### src/rtl/spi_mem_bridge_slave.sv
// ---------------------------------------------------------------------------
// spi_mem_bridge_slave
// SPI responder (mode 0, 16-bit words, one word per chip-select low period)
// that turns register-read, memory-read and memory-write command sequences
// into single-cycle strobes on the SDRAM controller host port.
//
// Optional feature macro: SPI_BRIDGE_TIMEOUT_EN
//   defined   : a partial command is aborted after TIMEOUT_CYCLES clk cycles
//               of chip-select-high idle time.
//   undefined : a partial command waits indefinitely.
//
// Ports:
//   clk, rst          system clock, synchronous active-high reset
//   spi_sck/cs/mosi   SPI inputs, asynchronous to clk
//   spi_miso          SPI reply bit (combinational from raw cs and tx shifter)
//   mem_wr_*          write address/data and one-cycle write strobe
//   mem_rd_*          read address/strobe, read data and its valid pulse
//   mem_busy          controller busy; strobes are held off while high
//   cmd_error         one-cycle pulse on every protocol error
// ---------------------------------------------------------------------------
module spi_mem_bridge_slave #(
   parameter logic [15:0] ID_VALUE       = 16'hC4B5,
   parameter int          SYNC_STAGES    = 2,
   parameter int          TIMEOUT_CYCLES = 4096
) (
   input  logic        clk,
   input  logic        rst,
   input  logic        spi_sck,
   input  logic        spi_cs,
   input  logic        spi_mosi,
   output logic        spi_miso,
   output logic [31:0] mem_wr_addr,
   output logic [15:0] mem_wr_data,
   output logic        mem_wr_enable,
   output logic [31:0] mem_rd_addr,
   output logic        mem_rd_enable,
   input  logic [15:0] mem_rd_data,
   input  logic        mem_rd_ready,
   input  logic        mem_busy,
   output logic        cmd_error
);

   typedef enum logic [3:0] {
      IDLE, RADDR_LO, RADDR_HI, WADDR_LO, WADDR_HI, WDATA,
      RD_ISSUE, RD_WAIT, WR_ISSUE
   } state_t;

   state_t                 state_r;
   logic [SYNC_STAGES-1:0] sck_sync_r, cs_sync_r, mosi_sync_r;
   logic                   sck_prev_r, cs_prev_r;
   logic [15:0]            rx_shift_r, tx_shift_r, data_r, last_rd_data_r, err_count_r;
   logic [4:0]             bit_cnt_r;
   logic [31:0]            addr_r;

   logic        sck_s, cs_s, mosi_s, sck_rise_s, sck_fall_s, cs_rise_s;
   logic        word_valid_s, word_err_s, timeout_s, err_s;
   logic        issue_state_s, collect_state_s, rd_pending_s, wr_pending_s;
   logic [15:0] reply_s;

   // Register file seen by the 0x80 read command.
   function automatic logic [15:0] reg_read(input logic [7:0] a, input logic rdp,
                                            input logic wrp, input logic busy,
                                            input logic [15:0] last_rd, input logic [15:0] errs);
      case (a)
         8'h00:   reg_read = ID_VALUE;
         8'h01:   reg_read = {13'b0, rdp, wrp, busy};
         8'h02:   reg_read = last_rd;
         8'h03:   reg_read = errs;
         default: reg_read = 16'h0000;
      endcase
   endfunction

   assign spi_miso = spi_cs ? 1'b0 : tx_shift_r[15];

   // Edge detection, state classification and word-end decode.
   always_comb begin
      sck_s           = sck_sync_r[SYNC_STAGES-1];
      cs_s            = cs_sync_r[SYNC_STAGES-1];
      mosi_s          = mosi_sync_r[SYNC_STAGES-1];
      sck_rise_s      = sck_s & ~sck_prev_r;
      sck_fall_s      = ~sck_s & sck_prev_r;
      cs_rise_s       = cs_s & ~cs_prev_r;
      word_valid_s    = cs_rise_s && (bit_cnt_r == 5'd16);
      rd_pending_s    = (state_r == RD_ISSUE) || (state_r == RD_WAIT);
      wr_pending_s    = (state_r == WR_ISSUE);
      issue_state_s   = rd_pending_s || wr_pending_s;
      collect_state_s = (state_r == RADDR_LO) || (state_r == RADDR_HI) ||
                        (state_r == WADDR_LO) || (state_r == WADDR_HI) || (state_r == WDATA);
      reply_s    = 16'h0000;
      word_err_s = 1'b0;
      if (cs_rise_s && !word_valid_s) begin
         word_err_s = 1'b1;
      end else if (word_valid_s && (rx_shift_r[15:8] == 8'h80) && (state_r == IDLE || issue_state_s)) begin
         // Register reads are also served while a memory op is pending, so the
         // pending/busy status register can actually be observed.
         reply_s = reg_read(rx_shift_r[7:0], rd_pending_s, wr_pending_s, mem_busy,
                            last_rd_data_r, err_count_r);
      end else if (word_valid_s && (state_r == IDLE)) begin
         word_err_s = (rx_shift_r[15:8] != 8'hC0) && (rx_shift_r[15:8] != 8'hC1);
      end else if (word_valid_s && issue_state_s) begin
         word_err_s = 1'b1;
      end else begin
         word_err_s = 1'b0;
      end
   end

`ifdef SPI_BRIDGE_TIMEOUT_EN
   localparam int TW = $clog2(TIMEOUT_CYCLES + 1);
   logic [TW-1:0] idle_cnt_r;

   // Timeout fires once the idle counter has reached its limit.
   always_comb begin
      timeout_s = collect_state_s && (idle_cnt_r == TW'(TIMEOUT_CYCLES));
   end

   // Idle counter: counts cs-high cycles while a command is partially received.
   always_ff @(posedge clk) begin
      if (rst) begin
         idle_cnt_r <= '0;
      end else if (word_valid_s || !collect_state_s || timeout_s) begin
         idle_cnt_r <= '0;
      end else if (cs_s) begin
         idle_cnt_r <= idle_cnt_r + 1'b1;
      end
   end
`else
   // Without the timeout feature a partial command never expires.
   always_comb begin
      timeout_s = 1'b0;
   end
`endif

   // Combined error source for the pulse and the saturating counter.
   always_comb begin
      err_s = word_err_s | timeout_s;
   end

   // Synchronizers, SPI shifters, command FSM and host-port strobes.
   always_ff @(posedge clk) begin
      if (rst) begin
         sck_sync_r     <= {SYNC_STAGES{1'b0}};
         cs_sync_r      <= {SYNC_STAGES{1'b1}};   // cs idles high: no false word end
         mosi_sync_r    <= {SYNC_STAGES{1'b0}};
         sck_prev_r     <= 1'b0;
         cs_prev_r      <= 1'b1;
         state_r        <= IDLE;
         rx_shift_r     <= 16'h0000;
         tx_shift_r     <= 16'h0000;
         bit_cnt_r      <= 5'd0;
         addr_r         <= 32'h0000_0000;
         data_r         <= 16'h0000;
         last_rd_data_r <= 16'h0000;
         err_count_r    <= 16'h0000;
         mem_wr_addr    <= 32'h0000_0000;
         mem_wr_data    <= 16'h0000;
         mem_wr_enable  <= 1'b0;
         mem_rd_addr    <= 32'h0000_0000;
         mem_rd_enable  <= 1'b0;
         cmd_error      <= 1'b0;
      end else begin
         sck_sync_r    <= {sck_sync_r[SYNC_STAGES-2:0], spi_sck};
         cs_sync_r     <= {cs_sync_r[SYNC_STAGES-2:0], spi_cs};
         mosi_sync_r   <= {mosi_sync_r[SYNC_STAGES-2:0], spi_mosi};
         sck_prev_r    <= sck_s;
         cs_prev_r     <= cs_s;
         mem_wr_enable <= 1'b0;
         mem_rd_enable <= 1'b0;
         cmd_error     <= err_s;
         if (err_s && (err_count_r != 16'hFFFF)) begin
            err_count_r <= err_count_r + 16'd1;
         end
         if (!cs_s && sck_rise_s) begin
            rx_shift_r <= {rx_shift_r[14:0], mosi_s};
            if (bit_cnt_r != 5'd31) begin
               bit_cnt_r <= bit_cnt_r + 5'd1;
            end
         end
         if (!cs_s && sck_fall_s) begin
            tx_shift_r <= {tx_shift_r[14:0], 1'b0};
         end
         if (cs_rise_s) begin
            bit_cnt_r  <= 5'd0;
            tx_shift_r <= reply_s;
         end

         case (state_r)
            IDLE: begin
               if (word_valid_s && rx_shift_r[15:8] == 8'hC0) state_r <= RADDR_LO;
               else if (word_valid_s && rx_shift_r[15:8] == 8'hC1) state_r <= WADDR_LO;
               else state_r <= IDLE;
            end
            RADDR_LO: if (word_valid_s) begin addr_r[15:0]  <= rx_shift_r; state_r <= RADDR_HI; end
            RADDR_HI: if (word_valid_s) begin addr_r[31:16] <= rx_shift_r; state_r <= RD_ISSUE; end
            WADDR_LO: if (word_valid_s) begin addr_r[15:0]  <= rx_shift_r; state_r <= WADDR_HI; end
            WADDR_HI: if (word_valid_s) begin addr_r[31:16] <= rx_shift_r; state_r <= WDATA;    end
            WDATA:    if (word_valid_s) begin data_r        <= rx_shift_r; state_r <= WR_ISSUE; end
            RD_ISSUE: begin
               if (!mem_busy) begin
                  mem_rd_enable <= 1'b1;
                  mem_rd_addr   <= addr_r;
                  state_r       <= RD_WAIT;
               end
            end
            RD_WAIT: begin
               if (mem_rd_ready) begin
                  last_rd_data_r <= mem_rd_data;
                  // Preload the reply only between words, never mid-shift.
                  if (cs_s) tx_shift_r <= mem_rd_data;
                  state_r <= IDLE;
               end
            end
            WR_ISSUE: begin
               if (!mem_busy) begin
                  mem_wr_enable <= 1'b1;
                  mem_wr_addr   <= addr_r;
                  mem_wr_data   <= data_r;
                  state_r       <= IDLE;
               end
            end
            default: state_r <= IDLE;
         endcase

         // A malformed word or an expired partial command aborts to IDLE.
         if ((cs_rise_s && !word_valid_s) || timeout_s) begin
            state_r <= IDLE;
         end
      end
   end

endmodule
### config.mk
export PLATFORM = sky130hd
export DESIGN_NAME = spi_mem_bridge_slave
export DESIGN_NICKNAME = d
export VERILOG_FILES = /design/src/rtl/spi_mem_bridge_slave.sv
export SDC_FILE = /design/constraint.sdc
export NUM_CORES = 1
export LEC_CHECK = 0
export CAP_MARGIN = 0
export CORE_MARGIN = 2
export CORE_UTILIZATION = 25
export DETAILED_ROUTE_END_ITERATION = 10
export GPL_ROUTABILITY_DRIVEN = 1
export PLACE_DENSITY_LB_ADDON = 0.1
export SYNTH_ARGS = -nofsm -noshare
export SYNTH_HDL_FRONTEND = slang
export SYNTH_SLANG_ARGS = --single-unit
### constraint.sdc
create_clock -name clk -period 1.9 [get_ports clk]
set_input_delay 0.285 -clock clk [delete_from_list [all_inputs] [get_ports clk]]
set_output_delay 0.285 -clock clk [all_outputs]
set_load 0.01 [all_outputs]
Word-level counts from Yosys, hierarchy flattened
Index checks and enable logic that the tools add are counted.
{ "op_classes": {"mux": 25, "eq_ne": 27, "bitwise": 9, "n_reduce_logical": 33, "add_sub_neg": 2} }
{ "ops": {"columns": ["cell", "n"], "rows": [
  ["16-bit 2-to-1 mux", 7],
  ["16-bit case mux with 4 select lines", 1],
  ["4-bit case mux with 9 select lines", 1],
  ["4-bit 2-to-1 mux", 8],
  ["8-bit == test (second input constant)", 3],
  ["16-bit by 1-bit adder with 16-bit output (second input constant)", 1],
  ["4-bit by 3-bit == test with 1-bit output (second input constant)", 4],
  ["8-bit by 2-bit == test with 1-bit output (second input constant)", 2],
  ["16-bit != test (second input constant)", 1],
  ["2-bit != test (second input constant)", 8],
  ["8-bit != test (second input constant)", 2],
  ["2-bit AND reduction", 7],
  ["1-bit logical AND", 12],
  ["2-bit OR reduction", 6],
  ["4-bit by 2-bit == test with 1-bit output (second input constant)", 2],
  ["8-bit by 1-bit == test with 1-bit output (second input constant)", 1],
  ["8-bit zero test", 1],
  ["8-bit AND reduction", 1],
  ["1-bit 2-to-1 mux", 6],
  ["1-bit inverter", 6],
  ["5-bit by 1-bit adder with 5-bit output (second input constant)", 1],
  ["5-bit == test (second input constant)", 1],
  ["5-bit != test (second input constant)", 1],
  ["4-bit by 1-bit == test with 1-bit output (second input constant)", 1],
  ["other kinds (6)", 12]
]} }
{ "totals": {"output_inout_bits": 84, "reg_bits": 212, "in_bits": 23} }

Logic depth before layout (Yosys ltp)
Gate-level depths: netlist of the first run.
{ "depth": {"depth_word": 11, "mapped_depth": 9} }

Least setup slack after synthesis of the first run
No wires, ideal clock.
{ "synth_path": {"kind": "register to register", "startpoint": "reg bit_cnt_r[0]", "endpoint": "reg data_r[10]", "setup_ps": 128, "slack_ps": -45, "arrival_ps": 1818, "t_required_ps": 1772, "path_stages_with_launch": 10, "synth_period_minus_slack_ps": 1945, "path_cell_list": "dfxtp_1 > inv_1 > ha_1 > and4bb_2 > nand2_4 > or4b_4 > buf_6 > buf_6 > mux2i_1 > nor2_1"} }
{ "synth_via": {"elab_chain_len": 3} }
{ "synth_lines": {"columns": ["item", "line", "rtl"], "rows": [
  ["start, declared", "52", "logic [4:0] bit_cnt_r;"],
  ["start signal, assigned", "175", "bit_cnt_r <= bit_cnt_r + 5'd1;"],
  ["5-bit == test", "83", "word_valid_s = cs_rise_s && (bit_cnt_r == 5'd16);"],
  ["1-bit logical AND", "83", null],
  ["2-bit AND reduction (no source line)", null, null],
  ["end signal, assigned", "151", "data_r <= 16'h0000;"],
  ["end signal, assigned", "196", "WDATA: if (word_valid_s) begin data_r <= rx_shift_r; state_r <= WR_ISSUE; end"],
  ["end, declared", "51", "logic [15:0] rx_shift_r, tx_shift_r, data_r, last_rd_data_r, err_count_r;"]
]} }
No other way between the ends.
A chain may end at the register's enable or synchronous reset.

Worst setup path in the final report of the first run
{ "layout_path": {"startpoint": "reg bit_cnt_r[1]", "endpoint": "reg err_count_r[14]"} }
{ "layout_via": {"elab_chain_len": 8, "elab_cells_between_ends": 13, "cone_classes": "eq/ne (1); mux (4); reduce/logical (8)"} }
{ "layout_lines": {"columns": ["item", "line", "rtl"], "rows": [
  ["5-bit == test (*)", "83", null],
  ["1-bit logical AND (*)", "83", null],
  ["1-bit logical AND", "100", "end else if (word_valid_s && issue_state_s) begin"],
  ["1-bit 2-to-1 mux", "100", null],
  ["1-bit 2-to-1 mux", "98", "end else if (word_valid_s && (state_r == IDLE)) begin"],
  ["1-bit 2-to-1 mux", "93", "end else if (word_valid_s && (rx_shift_r[15:8] == 8'h80) && (state_r == IDLE || issue_state_s)) begin"],
  ["1-bit 2-to-1 mux (*)", "91", "if (cs_rise_s && !word_valid_s) begin"],
  ["1-bit logical AND (*)", "169", "if (err_s && (err_count_r != 16'hFFFF)) begin"],
  ["end signal, assigned", "170", "err_count_r <= err_count_r + 16'd1;"],
  ["end, declared", "51", null]
]} }
Every way passes the cells marked *; elsewhere a longest branch is shown, timed or not.

==> results.yml, run 1 <==
outcome:
  status: "finished, violations left"
  violations: "setup timing"
clock_network:
  hold_buffers: 0
  htree_levels: 1
  cts-root-buf: "clkbuf_16"
  insertion_delay_ns: 0.54
  clkTransAtPathRegs_ns: 0.05
  clockBufferDepth: 3
  cts_tree: "yes"
  cts_buffers: 26
  clock_sinks: 212
critical_path:
  worst_path_most_repeated_cell: "buf_6"
  r2r_slack_ns: -0.06
  regToRegEndpoint: "err_count_r[14]"
  startpoint: "bit_cnt_r[1]"
  crit_path_end_kind: "register"
  start_kind: "register"
  reg2reg_depth: 10
  slowest_delay_ns: 0.38
  slowest_stage: "o211ai_1"
  crit_arrival_ns: 2.39
  worstPathCellList: "inv_2 -> ha_4 -> and4bb_2 -> buf_6 -> nand3_4 -> o211ai_1 -> buf_4 -> buf_6 -> nor4_1 -> o21ba_2"
  path_max_fanout: 4
  required_ns: 2.33
  crit_type: "reg2reg"
  worstReg2RegStart: "bit_cnt_r[1]"
pwr:
  clkPwrFrac_pct: 49.8
  power_frac_seq_pct: 47.9
  combPwrFrac_pct: 2.3
  power.net_switching_mw: 2.05
  power.internal_mw: 7.27
  switching_share_pct: 22.0
  peakVddDrop_mv: 0.646
  leakagePower_nw: 4.17
  powerDensity_mw_per_mm2: 797
min_path:
  hold_path.class: "in2reg"
  whs_path_depth: 2
  worstHoldStart: "rst"
  min_to: "last_rd_data_r[12]"
final_layout:
  final_nets: 1213
  area_growth_pct: 38.6
  drive_gt1_share_pct: 16.3
  fin_util_pct: 35.0
  design_area_mm2: 0.0117
  diodes: 0
global_route:
  use_met2_pct: 24.3
  grt_max_degree: 63
  antenna_found_initial: 0
  gr-total-overflow: 0
  gr-max-usage-layer: "met2"
  grt_pass1_wl_um: 42200
  first_global_vias: 7342
  grt.met3_usage_pct: 2.45
  grtUsageMet1_pct: 20.3
  track_usage_pct: 15.0
placement:
  gp_congestion: 0.776
  numPortBuffers: 106
  place_area_mm2: 0.0106
  place_ws_ns: -0.145
  hpwlAfterDp_um: 18000
timing:
  hold_ws_ns: 0.142
  worstMarginPinSlew_ns: 0.425
  postLayoutSetupSlackWorst_ns: -0.0608
  skew_ns: 0.00924
  period_share_pct: 103
  setup_viol: 18
  finalMaxSlewViolations: 0
  relSlewSlack_pct: 71.6
  finalSetupTns_ns: -0.445
  rsz0062_at_grt: "yes"
  period_minus_slack_ns: 1.96
  hold_viol: 0
  fmax_mhz: 510
yosys:
  synth-edff-count: 0
  syn_nets: 1055
  syn_area_mm2: 0.00843
  synthSimpleGateAreaFrac_pct: 23.7
  synth_ff_type: "dfxtp_1"
  synthMuxAreaShare_pct: 5.60
  synth_xor_area_share_pct: 0.416
  synth_top_family_by_area: "simple AND/OR/NAND/NOR gates"
  synth_cells: 1028
  synthAdderAreaFrac_pct: 0.594
  yosysWarnings: 0
  ys_ff_latch: 212
  avgSynthCellArea_um2: 8.20
  ys_async_sr_fraction_pct: 0
  synth.distinct_cells: 61
  ys_seq_area_share_pct: 50.4
  synth-compound-area-share_pct: 15.1
drt:
  vias: 7544
  drtIter0Drc: 401
  drc: 0
  drt-vias-per-instance: 4.56
  avgRoutedWirePerCell_um: 16.3
  first_pass_iters: 4
  drt-total-wl_um: 26900
  detail-route-antenna-nets: 0
die:
  fp.dieH_um: 188
  ioPinCount: 107
  core_area_mm2: 0.0334
  num_rows: 67
  die_w_um: 188
  dieArea_mm2: 0.0352
  initial_utilization_pct: 25.3
job:
  cap_viol_max_count: 0
per-layer routing:
metal	wire length, um	vias to the layer above
met1	12700	3553
met5	0	-
met2	12400	136
met3	1080	41
li1	-	3814
met4	809	0
critical path, delay by kind of cell, from the launching register on:
kind                       cells  cell delay, ns
DFF                            1            0.32
and+or+nand+nor                3            0.40
AOI/OAI and AO/OA              2            0.56
buffers and inverters          4            0.45
adders and majority gates      1            0.12
repair_timing:
item	CTS	global route
pin swaps	8	28
resized for setup	13	35
gates cloned	1	2
setup buffers	0	4
endpoints found under the setup margin	34	60
endpoints found under the hold margin	0	0
kinds of logic after synthesis:
logic type,Yosys count
flip-flops,212
multiplexers,46
adder cells (fa/ha/maj),4
XOR/XNOR,4
buffers and inverters,81
AND/OR/NAND/NOR,453
AO/OA/AOI/OAI,228
through the flow:
stage          std cells  total power [mW]
6_report            1653              9.31
2_1_floorplan       1028              4.65
3_5_place_dp        1599              4.76
3_3_place_gp        1599              4.76
5_1_grt             1653              9.67
4_1_cts             1647              9.47
cell usage after synthesis, types with 4 or more instances:
master,instances,share of area (%)
dfxtp_1,212,50
a21oi_1,176,10
nor2b_1,8,0.59
a311oi_1,7,0.73
inv_1,6,0.27
mux2_2,9,1.2
buf_2,11,0.65
o21ai_0,11,0.65
o31ai_1,5,0.45
nand2b_1,4,0.30
ha_1,4,0.59
mux2i_1,37,4.4
and3_1,12,0.89
or4_1,5,0.45
nand3_1,13,0.77
nor2_1,70,3.1
or2_2,4,0.30
clkbuf_1,54,2.4
nor3_1,9,0.53
nand2_1,288,13
o2111ai_1,4,0.42
nand4_1,4,0.30
buf_4,4,0.36
a211oi_1,9,0.80
or3_1,7,0.52
registers in the layout, summed over array words and instances (netlist names):
name / cells
addr_r: 32
bit_cnt_r: 5
cmd_error: 1
cs_prev_r: 1
cs_sync_r: 2
data_r: 16
err_count_r: 16
last_rd_data_r: 16
mem_rd_addr: 32
mem_rd_enable: 1
mem_wr_addr: 32
mem_wr_data: 16
mem_wr_enable: 1
mosi_sync_r: 2
rx_shift_r: 16
sck_prev_r: 1
sck_sync_r: 2
state_r: 4
tx_shift_r: 16
final cells by class:
class | instances | area (um2)
inverter | 6 | 22.5
timing repair buffer | 203 | 1990
fill | 3617 | 21700
multi-input combinational | 737 | 4070
clock buffer | 43 | 764
sequential | 212 | 4250
clock inverter | 4 | 31.3
tap | 448 | 561
cell usage in the layout, fill, tap and decap left out, types with 5 or more instances in the layout:
cell type / count
nand2_1: 288
dfxtp_1: 208
a21oi_1: 169
clkdlybuf4s50_1: 105
buf_4: 79
nor2_1: 69
mux2i_1: 37
clkbuf_16: 27
buf_12: 13
and3_1: 12
clkbuf_1: 12
o21ai_0: 10
nor3_1: 9
mux2_2: 9
nor2b_1: 8
nand3_1: 8
a21oi_2: 7
or3_1: 7
a211oi_1: 5
o31ai_1: 5
or4_1: 5
clkbuf_8: 5
buf_6: 5
worst max path at each step:
stage               cells after the start  slack, ns               to
CTS                                     8      -0.07       data_r[11]
detailed placement                      6      -0.15   err_count_r[8]
global placement                        6      -0.12   err_count_r[8]
global route                            8      -0.12        data_r[8]
floorplan                               9      -0.03       data_r[10]
finish                                 10      -0.06  err_count_r[14]
power by group through the flow:
stage	sequential [mW]	clock, mW	combinational (mW)
final	4.46	4.64	0.211
after global routing	4.46	4.99	0.229
after CTS	4.46	4.80	0.209
after detailed placement	4.56	0	0.206
after global placement	4.56	0	0.207
after floorplan	4.56	0	0.0905
Note: power is estimated with default switching activity, not from simulation.
==> run 2, diff against run 1 <==
--- a/config.mk
+++ b/config.mk
@@ -11,6 +11,7 @@
 export DETAILED_ROUTE_END_ITERATION = 10
 export GPL_ROUTABILITY_DRIVEN = 1
 export PLACE_DENSITY_LB_ADDON = 0.1
+export SETUP_SLACK_MARGIN = 0.2
 export SYNTH_ARGS = -nofsm -noshare
 export SYNTH_HDL_FRONTEND = slang
 export SYNTH_SLANG_ARGS = --single-unit
==> run 2 against run 1 <==
The run still ends with setup timing left. Via count up 2.4%. Worst hold slack better by 0.043 ns. Flip-flop and latch count unchanged. Routed wire length up 12%. Maximum frequency up 0.70%. Final area up 10%. First-iteration DRC count down 1.2%. Non-clock buffer count up 21. Critical endpoint is now state_r[3]. Largest power group unchanged. Clock skew up 0.0061 ns.
==> results.yml, run 2 (synthesis gave the netlist of run 1 again) <==
critical_path:
  slowest_delay_ns: 0.48
  crit_path_end_kind: "register"
  required_ns: 2.37
  slowest_stage: "or4b_1"
  crit_type: "reg2reg"
  start_kind: "register"
  path_buf_inv: 3
  critPathTopFamily: "simple AND/OR/NAND/NOR gates"
  crit_arrival_ns: 2.41
  worstPathCellList: "inv_2 -> ha_4 -> and4bb_2 -> buf_6 -> buf_6 -> a221o_1 -> a21oi_2 -> or4b_1 -> a21oi_1"
  path_max_fanout: 3
  worstReg2RegStart: "bit_cnt_r[1]"
  worst_path_most_repeated_cell: "buf_6"
  startpoint: "bit_cnt_r[1]"
die:
  core_area_mm2: 0.0334
  fp.dieH_um: 188
  num_rows: 67
  ioPinCount: 107
  die_w_um: 188
  initial_utilization_pct: 25.3
  dieArea_mm2: 0.0352
global_route:
  grt_max_degree: 56
  track_usage_pct: 15.3
  gr-total-overflow: 0
  first_global_vias: 7420
  antenna_found_initial: 0
  grt.met3_usage_pct: 2.64
  grtUsageMet1_pct: 20.1
  grt_pass1_wl_um: 43200
  gr-max-usage-layer: "met2"
  use_met2_pct: 26.0
pwr:
  switching_share_pct: 21.7
  combPwrFrac_pct: 2.4
  power_frac_seq_pct: 45.1
  power.net_switching_mw: 2.14
  totalPowerFinal_mw: 9.90
  leakagePower_nw: 5.42
  power.internal_mw: 7.75
  clkPwrFrac_pct: 52.6
  peakVddDrop_mv: 0.542
  powerDensity_mw_per_mm2: 769
placement:
  hpwlAfterDp_um: 18100
  gp_congestion: 0.799
  place_inst: 1595
  numPortBuffers: 106
timing:
  hold_viol: 0
  period_share_pct: 102
  hold_ws_ns: 0.185
  postLayoutSetupSlackWorst_ns: -0.0471
  worstMarginPinSlew_ns: 0.549
  period_minus_slack_ns: 1.95
  setup_viol: 15
  skew_ns: 0.0154
  rsz0062_at_grt: "yes"
  fmax_mhz: 514
  finalSetupTns_ns: -0.278
  finalMaxSlewViolations: 0
  relSlewSlack_pct: 63.4
final_layout:
  diodes: 0
  fin_util_pct: 38.6
  final_nets: 1234
  final_cells: 1672
  final_cell_mix: "nand2_1 (206), dfxtp_1 (206), a21oi_1 (120), dlygate4sd2_1 (77), buf_4 (71)"
  fillers: 3525
  reg_top3: "addr_r: 32 flops, mem_rd_addr: 32 flops, mem_wr_addr: 32 flops"
  drive_gt1_share_pct: 29.2
  area_growth_pct: 52.7
clock_network:
  cts_tree: "yes"
  htree_levels: 1
  hold_buffers: 0
  cts_buffers: 26
  cts-root-buf: "clkbuf_16"
  insertion_delay_ns: 0.54
  clock_sinks: 212
  clockBufferDepth: 3
  clkTransAtPathRegs_ns: 0.06
job:
  cap_viol_max_count: 0
min_path:
  hold_path.class: "in2reg"
  worstHoldStart: "rst"
drt:
  drt-total-wl_um: 30000
  vias: 7725
  first_pass_iters: 4
  drt-vias-per-instance: 4.62
  avgRoutedWirePerCell_um: 18.0
  detail-route-antenna-nets: 0
  drc: 0
  drtIter0Drc: 396
outcome:
  status: "finished, violations left"
  violations: "setup timing"
run 2: routing by layer:
metal  wire [um]  vias to the layer above
met1       13400                     3670
met4         646                        0
met2       14800                      151
met3        1220                       41
met5           0                        -
li1            -                     3863
run 2: final cells by class:
cell class / count / area (um2) / area share [%]
repair buffers: 224 / 2360 / 18.3
multi-input cells: 737 / 4780 / 37.2
well taps: 448 / 561 / 4.36
clock inverters: 9 / 159 / 1.24
clock buffers: 36 / 728 / 5.66
flip-flops and latches: 212 / 4250 / 33.0
inverters: 6 / 22.5 / 0.175
run 2: timing repair:
item                       in CTS  in global routing
setup endpoints to repair     148                139
pin swaps                      23                117
resized for setup             111                241
gates cloned                    2                 16
buffers inserted                5                  9
run 2: power by group through the flow:
| stage | combinational (mW) | clock (mW) | sequential, mW |
|---|---|---|---|
| final | 0.235 | 5.20 | 4.46 |
| after global routing | 0.254 | 5.50 | 4.46 |
| after CTS | 0.221 | 5.33 | 4.46 |
| after detailed placement | 0.213 | 0 | 4.56 |
| after global placement | 0.215 | 0 | 4.56 |
| after floorplan | 0.0909 | 0 | 4.56 |
run 2: final timing paths:
kind | to | slack, ns | cells after the start
worst max-delay path | state_r[3] | -0.05 | 9
worst min register to register | cs_sync_r[1] | 0.41 | 1
worst min-delay path | cmd_error | 0.18 | 2
worst max register to register | state_r[3] | -0.05 | 9
run 2: worst reg2reg max path: cells and delay by family, from the launching register on:
family	cells	cell delay, ns
DFF	1	0.32
AOI/OAI and AO/OA	3	0.43
and+or+nand+nor	2	0.73
buffers and inverters	3	0.28
adders and majority gates	1	0.12
run 2: stage by stage:
stage	area, um2	setup slack, ns
floorplan	8480	-0.0294
global placement	10600	-0.127
detailed placement	10600	-0.174
CTS	11600	-0.0627
global route	12900	-0.126
finish	12900	-0.0471
